[src/rtl/cv32e40p_rvfi_retire_sched_if.sv]
// Retirement stream bundle between the RVFI source, the retire scheduler
// and the trace consumer.
//   in_*  : one retirement packet per cycle from the core, no backpressure.
//   out_* : head of the scheduler FIFO towards the consumer.
// Handshake: out_valid_o/out_ready_i follow strict valid/ready rules. A
// transfer happens on every rising clock edge where both are high. Once
// out_valid_o is raised, the head entry stays stable until it is
// transferred (or until a flush/reset). in_valid_i has no ready and is
// never stalled.
// Modports:
//   slave  : scheduler side (takes in_*, drives out_*).
//   master : environment side (drives in_* and out_ready_i).
interface cv32e40p_rvfi_retire_sched_if #(
  parameter int PKT_W   = 256,
  parameter int ORDER_W = 64
);
  logic               in_valid_i;
  logic [ORDER_W-1:0] in_order_i;
  logic [PKT_W-1:0]   in_pkt_i;
  logic               out_valid_o;
  logic               out_ready_i;
  logic [ORDER_W-1:0] out_order_o;
  logic [PKT_W-1:0]   out_pkt_o;

  modport slave (
    input  in_valid_i, in_order_i, in_pkt_i, out_ready_i,
    output out_valid_o, out_order_o, out_pkt_o
  );

  modport master (
    output in_valid_i, in_order_i, in_pkt_i, out_ready_i,
    input  out_valid_o, out_order_o, out_pkt_o
  );
endinterface

[src/rtl/cv32e40p_rvfi_retire_sched.sv]
// Retirement scheduler: buffers RVFI retirement packets in order, drains
// them to a consumer over valid/ready, checks rvfi_order contiguity and
// sequences drain/flush requests.
// Ports:
//   clk_i, rst_i  : clock, asynchronous active-high reset.
//   bus           : retirement stream (slave side), see the interface file.
//   drain_req_i   : level request to drain; drain_ack_o pulses once when empty.
//   flush_i       : discard every buffered entry (highest priority).
//   clr_err_i     : clear the sticky overflow_o / order_err_o flags.
//   count_o       : occupancy.
//   expected_order_o : next rvfi_order the checker expects.
//   dbg_state_o   : drain FSM state (0 RUN, 1 DRAIN, 2 ACK, 3 WAIT).
module cv32e40p_rvfi_retire_sched #(
  parameter int DEPTH   = 4,
  parameter int PKT_W   = 256,
  parameter int ORDER_W = 64,
  localparam int AW = $clog2(DEPTH),
  localparam int CW = AW + 1
) (
  input  logic               clk_i,
  input  logic               rst_i,
  cv32e40p_rvfi_retire_sched_if.slave bus,
  input  logic               drain_req_i,
  output logic               drain_ack_o,
  input  logic               flush_i,
  input  logic               clr_err_i,
  output logic [CW-1:0]      count_o,
  output logic               overflow_o,
  output logic               order_err_o,
  output logic [ORDER_W-1:0] expected_order_o,
  output logic [1:0]         dbg_state_o
);

  typedef enum logic [1:0] {
    ST_RUN   = 2'd0,
    ST_DRAIN = 2'd1,
    ST_ACK   = 2'd2,
    ST_WAIT  = 2'd3
  } state_e;

  state_e             state_q;
  logic [AW-1:0]      wptr_q, rptr_q;
  logic [CW-1:0]      count_q;
  logic [PKT_W-1:0]   pkt_mem [DEPTH];
  logic [ORDER_W-1:0] ord_mem [DEPTH];

  logic full, pop, push, drop_ovf, order_bad;

  assign full = (count_q == CW'(DEPTH));
  assign pop  = bus.out_valid_o & bus.out_ready_i;
  // A full FIFO still accepts a packet when the head leaves in the same cycle.
  assign push      = bus.in_valid_i & ~flush_i & (~full | pop);
  // Drops caused by a flush are intentional and do not count as overflow.
  assign drop_ovf  = bus.in_valid_i & ~flush_i & full & ~pop;
  assign order_bad = bus.in_valid_i & (bus.in_order_i != expected_order_o);

  assign bus.out_valid_o = (count_q != '0);
  assign bus.out_pkt_o   = pkt_mem[rptr_q];
  assign bus.out_order_o = ord_mem[rptr_q];
  assign count_o         = count_q;
  assign dbg_state_o     = state_q;

  // Storage array: no reset, contents are only meaningful under count_q.
  always_ff @(posedge clk_i) begin
    if (push) begin
      pkt_mem[wptr_q] <= bus.in_pkt_i;
      ord_mem[wptr_q] <= bus.in_order_i;
    end
  end

  // Pointers and occupancy.
  always_ff @(posedge clk_i or posedge rst_i) begin
    if (rst_i) begin
      wptr_q  <= '0;
      rptr_q  <= '0;
      count_q <= '0;
    end else if (flush_i) begin
      wptr_q  <= '0;
      rptr_q  <= '0;
      count_q <= '0;
    end else begin
      if (push) wptr_q <= wptr_q + AW'(1);
      if (pop)  rptr_q <= rptr_q + AW'(1);
      case ({push, pop})
        2'b10:   count_q <= count_q + CW'(1);
        2'b01:   count_q <= count_q - CW'(1);
        default: count_q <= count_q;
      endcase
    end
  end

  // Order checker and sticky flags. A set event beats a coincident clear.
  always_ff @(posedge clk_i or posedge rst_i) begin
    if (rst_i) begin
      expected_order_o <= ORDER_W'(1);
      overflow_o       <= 1'b0;
      order_err_o      <= 1'b0;
    end else begin
      // Resynchronise on every retirement so one gap gives one error event.
      if (bus.in_valid_i) expected_order_o <= bus.in_order_i + ORDER_W'(1);
      if (drop_ovf)       overflow_o <= 1'b1;
      else if (clr_err_i) overflow_o <= 1'b0;
      if (order_bad)      order_err_o <= 1'b1;
      else if (clr_err_i) order_err_o <= 1'b0;
    end
  end

  // Drain sequencer with registered ack.
  always_ff @(posedge clk_i or posedge rst_i) begin
    if (rst_i) begin
      state_q     <= ST_RUN;
      drain_ack_o <= 1'b0;
    end else begin
      drain_ack_o <= 1'b0;
      case (state_q)
        ST_RUN: begin
          if (drain_req_i) state_q <= ST_DRAIN;
        end
        ST_DRAIN: begin
          if (flush_i) begin
            state_q     <= ST_ACK;
            drain_ack_o <= 1'b1;
          end else if (!drain_req_i) begin
            state_q <= ST_RUN;
          end else if (count_q == '0 && !push) begin
            state_q     <= ST_ACK;
            drain_ack_o <= 1'b1;
          end
        end
        ST_ACK: begin
          state_q <= ST_WAIT;
        end
        ST_WAIT: begin
          // Hold until the request drops so a held request acks only once.
          if (!drain_req_i) state_q <= ST_RUN;
        end
        default: state_q <= ST_RUN;
      endcase
    end
  end

endmodule

[src/flat_wrapper.sv]
// flat-port wrapper written by rule: the top's interface ports become plain ports
module cv32e40p_rvfi_retire_sched_flat 
#(
  parameter int DEPTH   = 4,
  parameter int PKT_W   = 256,
  parameter int ORDER_W = 64,
  localparam int AW = $clog2(DEPTH),
  localparam int CW = AW + 1
)
  (clk_i, rst_i, drain_req_i, drain_ack_o, flush_i, clr_err_i, count_o, overflow_o, order_err_o, expected_order_o, dbg_state_o, bus_in_valid_i, bus_in_order_i, bus_in_pkt_i, bus_out_ready_i, bus_out_valid_o, bus_out_order_o, bus_out_pkt_o);
  cv32e40p_rvfi_retire_sched_if #(.PKT_W(PKT_W), .ORDER_W(ORDER_W)) bus_i ();
  input  logic clk_i;
  input  logic rst_i;
  input  logic drain_req_i;
  output logic drain_ack_o;
  input  logic flush_i;
  input  logic clr_err_i;
  output logic [CW-1:0] count_o;
  output logic overflow_o;
  output logic order_err_o;
  output logic [ORDER_W-1:0] expected_order_o;
  output logic [1:0] dbg_state_o;
  input wire logic [$bits(bus_i.in_valid_i)-1:0] bus_in_valid_i;
  input wire logic [$bits(bus_i.in_order_i)-1:0] bus_in_order_i;
  input wire logic [$bits(bus_i.in_pkt_i)-1:0] bus_in_pkt_i;
  input wire logic [$bits(bus_i.out_ready_i)-1:0] bus_out_ready_i;
  output wire logic [$bits(bus_i.out_valid_o)-1:0] bus_out_valid_o;
  output wire logic [$bits(bus_i.out_order_o)-1:0] bus_out_order_o;
  output wire logic [$bits(bus_i.out_pkt_o)-1:0] bus_out_pkt_o;
  assign bus_i.in_valid_i = bus_in_valid_i;
  assign bus_i.in_order_i = bus_in_order_i;
  assign bus_i.in_pkt_i = bus_in_pkt_i;
  assign bus_i.out_ready_i = bus_out_ready_i;
  assign bus_out_valid_o = bus_i.out_valid_o;
  assign bus_out_order_o = bus_i.out_order_o;
  assign bus_out_pkt_o = bus_i.out_pkt_o;
  cv32e40p_rvfi_retire_sched #(.DEPTH(DEPTH), .PKT_W(PKT_W), .ORDER_W(ORDER_W)) u_core (.clk_i(clk_i), .rst_i(rst_i), .bus(bus_i), .drain_req_i(drain_req_i), .drain_ack_o(drain_ack_o), .flush_i(flush_i), .clr_err_i(clr_err_i), .count_o(count_o), .overflow_o(overflow_o), .order_err_o(order_err_o), .expected_order_o(expected_order_o), .dbg_state_o(dbg_state_o));
endmodule
[config.mk]
export PLATFORM = sky130hd
export DESIGN_NAME = cv32e40p_rvfi_retire_sched_flat
export DESIGN_NICKNAME = d
export VERILOG_FILES = /design/src/rtl/cv32e40p_rvfi_retire_sched_if.sv /design/src/rtl/cv32e40p_rvfi_retire_sched.sv /design/src/flat_wrapper.sv
export SDC_FILE = /design/constraint.sdc
export NUM_CORES = 1
export LEC_CHECK = 0
export ABC_AREA = 1
export BUFFER_PORTS_ARGS = -buffer_cell sky130_fd_sc_hd__buf_2
export CAP_MARGIN = 20
export CORE_MARGIN = 8
export CORE_UTILIZATION = 45
export CTS_CLUSTER_DIAMETER = 120
export DETAILED_ROUTE_END_ITERATION = 16
export PLACE_DENSITY = 0.75
export SYNTH_ARGS = -nofsm -noshare
export SYNTH_HDL_FRONTEND = slang
export SYNTH_SLANG_ARGS = --single-unit
[constraint.sdc]
create_clock -name clk_i -period 24.7 [get_ports clk_i]
set_input_delay 3.705 -clock clk_i [delete_from_list [all_inputs] [get_ports clk_i]]
set_output_delay 3.705 -clock clk_i [all_outputs]
set_load 0.05 [all_outputs]
Word level (Yosys, flattened, before mapping)
Memory sizes are Yosys's and may differ from the RTL's. Cells that the tools add are included.

Flip-flop bits (word level): 76. Logic and storage cells: 67. Input bits: 327. Bits in writable memories: 1280. Memories: 2. Output and inout port bits: 393.

Bitwise logic cells: 10. Add/subtract/negate cells: 5. Reduce and logical (&&, ||, !) cells: 11. Mux-type cells: 21. Equal/unequal tests: 10.

Memories: u_core.pkt_mem (depth 4, bits a word 256, read ports 1, clocked after Yosys merged registers in 0, write ports 1, RTL line cv32e40p_rvfi_retire_sched.sv:44) `logic [PKT_W-1:0] pkt_mem [DEPTH];`; u_core.ord_mem (depth 4, bits a word 64, read ports 1, clocked after Yosys merged registers in 0, write ports 1, RTL line cv32e40p_rvfi_retire_sched.sv:45) `logic [ORDER_W-1:0] ord_mem [DEPTH];`.

Operators with widths (count): $add A64 B1 Y64 const B (1); $ne A64 B64 Y1 (1); $mux W2 (9); $mux W1 (9); $pmux W2 S4 (1); $reduce_bool A2 Y1 (4); $and A1 B1 Y1 (6); $eq A2 B2 Y1 const B (3); $pmux W3 S2 (1); $reduce_bool A3 Y1 (2); $add A2 B1 Y2 const B (2); $eq A2 B1 Y1 const B (2); $ne A2 B2 Y1 const B (2); $ne A4 B3 Y1 const B (1); $add A3 B1 Y3 const B (1); $eq A3 B3 Y1 const B (1); $logic_not A3 Y1 (1); $mux W3 (1); $not A1 Y1 (3); $reduce_and A3 Y1 (1); $sub A3 B1 Y3 const B (1); $logic_not A2 Y1 (1); $logic_and A1 B1 Y1 (1); $logic_not A1 Y1 (1); $or A1 B1 Y1 (1).

Depth between registers and ports, before layout
Depth in word-level cells: 10. Gate-level depth with buffers: 11. Depth with buffers taken out: 11.

Least setup slack after synthesis
No wires, ideal clock.

Path kind: in2reg. Start: in flush_i. End: mem u_core.ord_mem[0][0] (enable). Stages on the path: 5. Arrival: 17.576 ns. Setup slack: 6.116 ns. Cell sequence: inv_1 > nand2_1 > a31oi_1 > inv_1 > nor2_1.

Longest elaborated chain between the ends: 5.

RTL lines: start: declaration (RTL line flat_wrapper.sv:16) `input logic flush_i;`; $not A1 Y1 (RTL line cv32e40p_rvfi_retire_sched.sv:52) `assign push = bus.in_valid_i & ~flush_i & (~full | pop);`; $and A1 B1 Y1 (2 in series) (RTL line cv32e40p_rvfi_retire_sched.sv:52); $mux W1 (RTL line cv32e40p_rvfi_retire_sched.sv:65) `if (push) begin`; $mux W1 (not written as such) (RTL line cv32e40p_rvfi_retire_sched.sv:67) `ord_mem[wptr_q] <= bus.in_order_i;`; end: declaration (RTL line cv32e40p_rvfi_retire_sched.sv:45).

Every way passes these cells.

Final worst setup path
Start: reg u_core.rptr_q[0]. End: out bus_out_order_o[48].

Longest elaborated chain between the ends: 1.

RTL lines: start: declaration (RTL line cv32e40p_rvfi_retire_sched.sv:42) `logic [AW-1:0] wptr_q, rptr_q;`; start signal: assignment (RTL line cv32e40p_rvfi_retire_sched.sv:83) `if (pop) rptr_q <= rptr_q + AW'(1);`; $mem_v2 Z4 W64; end: declaration (RTL line flat_wrapper.sv:28) `output wire logic [$bits(bus_i.out_order_o)-1:0] bus_out_order_o;`.

Every way passes these cells.

==> run_results.csv <==
group,metric,value,unit
outcome,status,"finished clean",
worst_setup_path,cp_cell_sequence,"inv_8 -> buf_4 -> buf_16 -> buf_12 -> buf_4 -> o21ai_1 -> o22ai_1 -> buf_2",
global_route,grt_max_degree,227,
logic_synthesis,synth_top_area_cell,"edfxtp_1",
placed_design,numPortBuffers,719,
cells_and_area,fin_util,0.534,
logic_synthesis,syn_inst,4170,
route,vias,36000,
worst_setup_path,path_max_fanout,224,
worst_setup_path,r2r_slack,19430,ps
global_route,grt_usage,0.217,
global_route,antenna_found_initial,40,
route,detail_route.wl_per_cell,22.8,µm
logic_synthesis,synth_cell_types,32,
clocking,cts_resized,0,
cells_and_area,fin_nets,5174,
route,drt-total-wl,149000,µm
floorplan,initial_core_util,0.453,
cells_and_area,area_growth,17.9,%
worst_setup_path,criticalPathCategory,"flip-flop to primary output",
worst_setup_path,cp_num_buf_inv,6,
worst_setup_path,cpPeakStageDelay,870,ps
clocking,ctsRootBufferMaster,"clkbuf_16",
route,drtAntennaViolNets,0,
sta,rsz0062_at_grt,"no",
cells_and_area,fillCellCount,9591,
sta,fmax,111,MHz
clocking,clk_latency,770,ps
logic_synthesis,syn_area_per_cell,12.8,µm²
sta,totalNegativeSetupSlack,0,ps
placed_design,gp_routability_congestion,0.995,
sta,min_period,9030,ps
sta,worst_pin_slew,1210,ps
logic_synthesis,netlist.area_leader.share,0.721,
logic_synthesis,synth_edf_count,1280,
logic_synthesis,synth.most_common_cell,"edfxtp_1",
worst_setup_path,worst-endpoint-required,21000,ps
logic_synthesis,ys_ff_latch,1356,
route,viasPerCell,5.52,
clocking,htreeDepth,4,
global_route,grt_pass1_vias,34400,
floorplan,rows,126,
worst_setup_path,setup.worst_path.start_class,"flip-flop",
logic_synthesis,ys_top_cells_by_area,"edfxtp_1, nor2_1, o21ai_0",
floorplan,dieArea,130000,µm²
worst_setup_path,arrival,5320,ps
pwr,cellPowerDensity,103,nW/µm²
sta,relSlewSlack,0.192,
logic_synthesis,synthTopCellsByCount,"edfxtp_1, nor2_1, o21ai_0",
global_route,grt_pass1_wl,215000,µm
logic_synthesis,yosys_warnings,0,
floorplan,io_pins,720,
sta,report.final.slew_viol_count,0,
clocking,clkTransAtPathRegs,60,ps
clocking,clock_sinks,1356,
route,drc,0,
job,max_cap_violations,0,
min_path,holdPathStages,2,
global_route,gr-total-overflow,0,
logic_synthesis,async_flop_share,0.0560,
floorplan,coreArea,118000,µm²
worst_setup_path,worstRegToRegCells,6,
cells_and_area,drive_gt1_frac,0.203,
sta,setup_ws,15670,ps
min_path,min_path_type,"flip-flop to flip-flop",
route,initialDrtViolationCount,3939,
worst_setup_path,critPathSlowestCell,"buf_4",
pwr,power_leakage,22.8,nW
clocking,cts_tree,"yes",
logic_synthesis,synth.net_count,4503,
logic_synthesis,ys_seq_area_frac,0.757,
worst_setup_path,crit_top_cell,"buf_4",
floorplan,die_h,360,µm
sta,hold_viol,0,
clocking,clockBufferDepth,3,
logic_synthesis,synthFlopType,"edfxtp_1",
worst_setup_path,critical_path.top_delay_family,"buffers and inverters",
sta,period_share,0.365,
placed_design,dp_slack,15670,ps
worst_setup_path,crit_cells,8,
clocking,holdBufCountCts,0,
pwr,ir_drop,95.9,µV
clocking,postCtsSetupBuffers,0,
worst_setup_path,cp-end-kind,"primary output",
floorplan,die_x,360,µm
clocking,cts_inserted_buffers,139,
sta,setup_viol,0,
logic_synthesis,synth.cell_area,53300,µm²
route,first_pass_iters,5,
sta,fin_skew,47.2,ps
placed_design,dp_hpwl,94300,µm
state kept, by name, summed over array words and instances, names as in the netlist, named ones only:
name and cells:
u_core.drain_ack_o 1, u_core.ord_mem 256, u_core.rptr_q 2, u_core.count_o 3, u_core.wptr_q 2, u_core.pkt_mem 1024, u_core.expected_order_o 64, u_core.order_err_o 1
u_core.dbg_state_o 1, u_core.overflow_o 1
worst reg2reg max path: cells and delay by family (launching register included):
family          cells  cell delay, ps
buf+inv             4            2950
simple gates        1             880
compound gates      1             550
flops               1             440
placed cells by master, fill, tap and decap left out, types with 33 or more instances in the layout:
| cell | n |
|---|---|
| xor2_1 | 33 |
| nor2_1 | 817 |
| o21ai_1 | 182 |
| diode_2 | 33 |
| dfrtp_1 | 73 |
| clkbuf_16 | 142 |
| edfxtp_1 | 1280 |
| nand3_1 | 46 |
| o21ai_0 | 511 |
| inv_1 | 147 |
| nand2_1 | 441 |
| buf_2 | 719 |
| o22ai_1 | 321 |
kinds of logic (layout without fill, tap and decap cells):
group	count (synthesis)	after routing	synth area share
other	0	33	0
AND/OR/NAND/NOR	1355	1355	0.100
adder cells (fa/ha/maj)	6	6	0.00155
AO/OA/AOI/OAI	1037	1037	0.105
flip-flops	1356	1356	0.757
XOR/XNOR	36	36	0.00591
buffers and inverters	380	1164	0.0303
metal layers:
layer	global-route usage	wire length [µm]
met4	0.102	6670
met3	0.0549	12500
met2	0.360	73200
met1	0.266	56000
met5	0	149
power by group:
| part | switching (mW) | leakage, nW | internal [mW] |
|---|---|---|---|
| clock network | 0.889 | 2.20 | 1.17 |
| logic | 1.41 | 8.02 | 0.336 |
| registers | 0.0470 | 12.5 | 2.63 |
final cells by class:
cell class | instances | area [µm²] | area share
repair buffers | 756 | 3980 | 0.0634
inverters | 154 | 596 | 0.00948
clock inverters | 82 | 847 | 0.0135
well taps | 1536 | 1920 | 0.0306
flip-flops and latches | 1356 | 40300 | 0.642
diodes | 33 | 82.6 | 0.00131
clock buffers | 172 | 3690 | 0.0587
multi-input cells | 2434 | 11400 | 0.181
path summary, 6_finish.rpt:
kind / startpoint / to
max: u_core.rptr_q[0]$_DFFE_PP0P_ / bus_out_order_o[48]
min: u_core.order_err_o$_DFFE_PP0P_ / u_core.order_err_o$_DFFE_PP0P_
max reg2reg: u_core.count_o[2]$_DFFE_PP0P_ / u_core.ord_mem[3][60]$_DFFE_PP_
min reg2reg: u_core.order_err_o$_DFFE_PP0P_ / u_core.order_err_o$_DFFE_PP0P_
max in group asynchronous: rst_i / u_core.rptr_q[1]$_DFFE_PP0P_
min in group asynchronous: rst_i / u_core.expected_order_o[13]$_DFFE_PP0P_
metrics by stage:
step                area [µm²]  power [mW]  hold WS (ps)  cells
floorplan                53300        4.00           513   4170
CTS                      62700        6.52           482   6489
finish                   62800        6.48           485   6523
detailed placement       58200        4.47           467   6235
global placement         58200        4.45           465   6234
global route             62800        6.70           523   6509
Power figures use the tool's default switching activity.
